`src/rtl/div_pkg.sv`:
```
// Shared types and sizing for the radix-2 iterative divider.
// Latency: n/a (declarations only).
// Backpressure: n/a.
package div_pkg;

  typedef enum logic [1:0] {
    IDLE = 2'd0,
    RUN  = 2'd1,
    DONE = 2'd2
  } div_state_t;

  localparam int DIV_WIDTH_DEFAULT = 32;

  // Iteration counter must hold the value WIDTH itself.
  localparam int DIV_CNT_W_DEFAULT = $clog2(DIV_WIDTH_DEFAULT + 1);

  function automatic int div_cnt_width(input int width);
    return $clog2(width + 1);
  endfunction

endpackage

```
`src/rtl/div_lzc.sv`:
```
// Leading-zero counter; all-zero input reports WIDTH. Used only with DIV_RADIX2_EARLY_OUT_EN.
// Latency: combinational.
// Backpressure: none, pure function of data_i.
module div_lzc
  import div_pkg::*;
#(
  parameter int WIDTH = DIV_WIDTH_DEFAULT,
  parameter int CW    = div_cnt_width(WIDTH)
) (
  input  logic [WIDTH-1:0] data_i,
  output logic [CW-1:0]    lz_o
);

  logic found;

  // Scan from the MSB down; the first set bit fixes the count.
  always_comb begin
    lz_o  = CW'(WIDTH);
    found = 1'b0;
    for (int i = WIDTH - 1; i >= 0; i--) begin
      if (!found && data_i[i]) begin
        lz_o  = CW'(WIDTH - 1 - i);
        found = 1'b1;
      end
    end
  end

endmodule

```
`src/rtl/div_radix2_iter.sv`:
```
// Unsigned restoring radix-2 divider, {quotient, remainder} out; DIV_RADIX2_EARLY_OUT_EN skips dividend leading zeros.
// Latency: accept at T, result strobe at T+N+1 (N = WIDTH, or WIDTH-lz clamped to >=1 with early-out).
// Backpressure: joint ready low from accept until back in IDLE; output strobe cannot be stalled.
module div_radix2_iter
  import div_pkg::*;
#(
  parameter int WIDTH = DIV_WIDTH_DEFAULT
) (
  input  logic               clk,
  input  logic               rstn,
  input  logic               s_axis_dividend_tvalid,
  output logic               s_axis_dividend_tready,
  input  logic [WIDTH-1:0]   s_axis_dividend_tdata,
  input  logic               s_axis_divisor_tvalid,
  output logic               s_axis_divisor_tready,
  input  logic [WIDTH-1:0]   s_axis_divisor_tdata,
  output logic               m_axis_dout_tvalid,
  output logic [2*WIDTH-1:0] m_axis_dout_tdata
);

  localparam int CW = div_cnt_width(WIDTH);

  div_state_t         state_q, state_d;
  logic               rdy_q, rdy_d;
  logic [WIDTH-1:0]   rem_q, rem_d;
  logic [WIDTH-1:0]   quo_q, quo_d;
  logic [WIDTH-1:0]   dvs_q, dvs_d;
  logic [CW-1:0]      cnt_q, cnt_d;
  logic [2*WIDTH-1:0] dout_q, dout_d;

  logic               accept;
  logic [WIDTH-1:0]   load_quo;
  logic [CW-1:0]      load_n;
  logic [WIDTH:0]     rem_sh;
  logic [WIDTH:0]     diff;
  logic [WIDTH-1:0]   step_rem;
  logic [WIDTH-1:0]   step_quo;

  assign accept = (state_q == IDLE) && rdy_q &&
                  s_axis_dividend_tvalid && s_axis_divisor_tvalid;

`ifdef DIV_RADIX2_EARLY_OUT_EN
  logic [CW-1:0] lz_raw;
  logic [CW-1:0] lz_eff;

  div_lzc #(
    .WIDTH (WIDTH),
    .CW    (CW)
  ) u_lzc (
    .data_i (s_axis_dividend_tdata),
    .lz_o   (lz_raw)
  );

  // A zero divisor must run every step so the quotient fills with ones.
  assign lz_eff   = (s_axis_divisor_tdata == '0) ? '0 : lz_raw;
  assign load_quo = s_axis_dividend_tdata << lz_eff;
  assign load_n   = (lz_eff == CW'(WIDTH)) ? CW'(1) : (CW'(WIDTH) - lz_eff);
`else
  assign load_quo = s_axis_dividend_tdata;
  assign load_n   = CW'(WIDTH);
`endif

  // One restoring step: shift {rem,quo} left, trial-subtract, keep on borrow.
  always_comb begin
    rem_sh   = {rem_q, quo_q[WIDTH-1]};
    diff     = rem_sh - {1'b0, dvs_q};
    step_rem = diff[WIDTH] ? rem_sh[WIDTH-1:0] : diff[WIDTH-1:0];
    step_quo = {quo_q[WIDTH-2:0], ~diff[WIDTH]};
  end

  // Next-state and datapath update for the IDLE/RUN/DONE sequence.
  always_comb begin
    state_d = state_q;
    rem_d   = rem_q;
    quo_d   = quo_q;
    dvs_d   = dvs_q;
    cnt_d   = cnt_q;
    dout_d  = dout_q;
    unique case (state_q)
      IDLE: begin
        if (accept) begin
          rem_d   = '0;
          quo_d   = load_quo;
          dvs_d   = s_axis_divisor_tdata;
          cnt_d   = load_n;
          state_d = RUN;
        end
      end
      RUN: begin
        rem_d = step_rem;
        quo_d = step_quo;
        cnt_d = cnt_q - CW'(1);
        if (cnt_q == CW'(1)) begin
          dout_d  = {step_quo, step_rem};
          state_d = DONE;
        end
      end
      DONE: begin
        state_d = IDLE;
      end
      default: begin
        state_d = IDLE;
      end
    endcase
    // Ready is registered so it stays low through reset and rises one edge later.
    rdy_d = (state_d == IDLE);
  end

  // State, datapath and ready registers; async clear discards any in-flight op.
  always_ff @(posedge clk or negedge rstn) begin
    if (!rstn) begin
      state_q <= IDLE;
      rdy_q   <= 1'b0;
      rem_q   <= '0;
      quo_q   <= '0;
      dvs_q   <= '0;
      cnt_q   <= '0;
      dout_q  <= '0;
    end else begin
      state_q <= state_d;
      rdy_q   <= rdy_d;
      rem_q   <= rem_d;
      quo_q   <= quo_d;
      dvs_q   <= dvs_d;
      cnt_q   <= cnt_d;
      dout_q  <= dout_d;
    end
  end

  assign s_axis_dividend_tready = rdy_q;
  assign s_axis_divisor_tready  = rdy_q;
  assign m_axis_dout_tvalid     = (state_q == DONE);
  assign m_axis_dout_tdata      = dout_q;

endmodule

```
`config.mk`:
```
export PLATFORM = sky130hd
export DESIGN_NAME = div_radix2_iter
export DESIGN_NICKNAME = d
export VERILOG_FILES = /design/src/rtl/div_pkg.sv /design/src/rtl/div_lzc.sv /design/src/rtl/div_radix2_iter.sv
export SDC_FILE = /design/constraint.sdc
export NUM_CORES = 1
export LEC_CHECK = 0
export BUFFER_PORTS_ARGS = -buffer_cell sky130_fd_sc_hd__buf_2
export CAP_MARGIN = 30
export CORE_ASPECT_RATIO = 0.75
export CORE_UTILIZATION = 57
export DETAILED_ROUTE_END_ITERATION = 12
export MAX_ROUTING_LAYER = met4
export PLACE_DENSITY = 0.8
export SLEW_MARGIN = 25
export SYNTH_ARGS = -nofsm -noshare
export SYNTH_HDL_FRONTEND = slang
export SYNTH_SLANG_ARGS = --single-unit
```
`constraint.sdc`:
```
create_clock -name clk -period 4.3 [get_ports clk]
set_input_delay 0.86 -clock clk [delete_from_list [all_inputs] [get_ports clk]]
set_output_delay 0.86 -clock clk [all_outputs]
set_load 0.01 [all_outputs]
```
==> metrics <==
status=complete, no violations; async set-or-reset flop fraction in the synthesized netlist=1.000; PwrDens=959.8 nW/µm²; critical-path cell list=inv_1 > ha_1 > fa_1 > nand2b_1 > a21o_1 > a21o_1 > o31a_1 > o41ai_4 > xor2_4 > buf_4 > mux2i_1 > o21ai_1; area leader, netlist=dfrtp_1; vias in the first global route=6462; # diodes=0; buffers added on ports=134; reg2reg start=quo_q[31]; Worst path most repeated cell=a21o_1; WL per Instance=15.32 µm; Unique masters post-synth=51; Die X=143.3 µm; clk_lat worst skew=0.43 ns; drt pass-1 iters=5; core area=14550 µm²; Vert. Die Dim=108.0 µm; worst ir drop on vdd=0.4919 mV; part of the Yosys area used for sequential elements=0.4955; clock slew at reported path FFs=0.07 ns; Total Power=0.009582 W; crit end category=register; final critical-path required period=3.708 ns; most frequent cells in the layout=284 x nand2_1, 169 x dfrtp_1, 133 x buf_2; CP required=4.58 ns; Cells after Synth=955; Setup CP Type=reg -> reg; Starting Density=0.5866; largest net degree at the start of global routing=97; syn avg cell area=8.937 µm²; Leak=4.899 nW; final WL=19540 µm; CTS max path bufs=2; DP HPWL=13150 µm; Slew Viols, Final=0; Post-Syn Nets=1058; H-tree depth=4; initial drt markers=551; global route overflow=0; initial antenna violation count=0; DRC violations left=0; highest clock rate=269.7 MHz; Rel. slew slack=0.3899; num rows=38; die area=15470 µm²; CP startpoint kind=register; post-CTS resize count=0; I/O Pins=135; ANT nets after route=0; Arr. time, crit path=3.99 ns; Setup Fix Bufs, Post-CTS=0; Vias per Instance=5.466; GR Util All Layers=0.2763; Mapped Area=8534 µm²; RSZ-0062 raised after global routing=no; first-pass GRT wire length=32300 µm; max-cap violations=0; Seq cells post-synth=169; Synth area leaders=dfrtp_1 50%, nand2_1 13%, ha_1 5.0%, o21ai_1 3.9%, mux2i_1 3.3%; Vias=6974; max incr delay on CP=0.47 ns; count of final setup violators=0; Area Growth Syn to Fin=16.98%; Synth Flop Type=dfrtp_1; top-area cell type share of the netlist area=0.4955; yosys warns=0; nets@finish=1166; EDFF count, synth=0; Crit. Startpoint=quo_q[31]; CTS tree=yes; Sum Neg Setup Slack=0 ns; Hold WC Path Type=in -> async; Placer Congestion=0.8914; clk_skew=0.009642 ns; number of buffers created by CTS=17; Final Hold Vio Count=0; Max stage delay cell, worst path=o41ai_4; share of layout cells above drive strength 1=0.1757; Clock Root Buffer=clkbuf_16; largest fanout on the critical path=14; hold_buf cts=0; CTS Sinks=169; commonest non-fill, non-tap cell in the layout=nand2_1; Tcrit/Tclk final=0.8623; Slew @ Worst Pin=0.9152 ns
-- worst max-delay path, delay by kind of cell (launching register included) --
family,cells,cell delay (ns)
xor gates and xnor gates,1,0.46
DFF,1,0.34
AOI/OAI and AO/OA,5,1.27
adders and majority gates,2,0.63
and+or+nand+nor,1,0.18
muxes,1,0.30
buffers and inverters,2,0.38
-- through the flow --
stage / util / cell area [µm²] / hold WS, ns / instances / setup WS (ns)
floorplan: - / 8534 / 0.4456 / 955 / 1.109
global placement: 0.6415 / 9333 / 0.4550 / 1242 / 0.7482
detailed placement: 0.6434 / 9360 / 0.4565 / 1243 / 0.6170
CTS: 0.6848 / 9963 / 0.4745 / 1275 / 0.5924
global route: 0.6862 / 9983 / 0.4940 / 1276 / 0.3931
finish: 0.6862 / 9983 / 0.4578 / 1276 / 0.5921
-- flip-flops by register name, indices dropped and copies added, names as in the netlist --
name	flops
dvs_q	32
rem_q	32
cnt_q	6
m_axis_dout_tdata	64
s_axis_dividend_tready	1
state_q	2
quo_q	32
-- synth_stat cells (3+ instances only) --
cell type	count
clkbuf_1	46
ha_1	34
xor2_1	8
buf_1	5
a21oi_1	36
inv_1	39
nand2b_1	11
nor3_1	6
nor2_1	19
and2_1	3
and3_1	3
o21ai_1	66
a22oi_1	33
o21ai_0	52
dfrtp_1	169
o31ai_1	3
a21o_1	18
nand2_1	285
a31oi_1	3
xnor2_1	20
mux2i_1	28
nor2b_1	3
o211ai_1	3
nand3_1	10
a2bb2oi_1	3
o21a_1	4
nand4_1	10
o41ai_1	3
-- cell families (layout without fill, tap and decap cells) --
| logic type | count (synthesis) | count (layout) | share of synthesized area |
|---|---|---|---|
| AOI/OAI and AO/OA | 241 | 241 | 0.1705 |
| xor gates and xnor gates | 29 | 29 | 0.03196 |
| adders and majority gates | 35 | 35 | 0.05219 |
| buffers and inverters | 97 | 218 | 0.04559 |
| DFF | 169 | 169 | 0.4955 |
| muxes | 30 | 30 | 0.03548 |
| and+or+nand+nor | 354 | 354 | 0.1687 |
-- final timing paths --
kind                                              end  slack (ns)  cells after the start
worst max register to register              rem_q[21]        0.59                     12
worst min-delay path                        rem_q[19]        0.46                      1
worst min register to register  m_axis_dout_tdata[59]        0.47                      2
min in group clk                m_axis_dout_tdata[59]        0.47                      2
worst max-delay path                        rem_q[21]        0.59                     12
max in group asynchronous        m_axis_dout_tdata[1]        2.84                      2
-- routing by layer --
layer	global-route usage	wire [µm]	up-vias
met5	-	0	-
met4	0.1011	398	0
met3	0.04606	987	34
met2	0.3812	8382	221
met1	0.4091	9776	3262
li1	-	-	3457
-- power breakdown --
part           switching, W  internal [W]  total, W
clock network      0.000715      0.000833   0.00155
logic               0.00316       0.00218   0.00534
registers          0.000415       0.00228   0.00269
total               0.00429       0.00529   0.00958
-- layout make-up --
class	count	area, µm²
clock inverters	15	177.7
inverters	40	150.1
repair buffers	146	812.0
well taps	200	250.2
multi-input cells	689	3939
clock buffers	17	425.4
fillers	1140	4566
flip-flops and latches	169	4229
No activity file was read; power rests on OpenSTA's default activity.
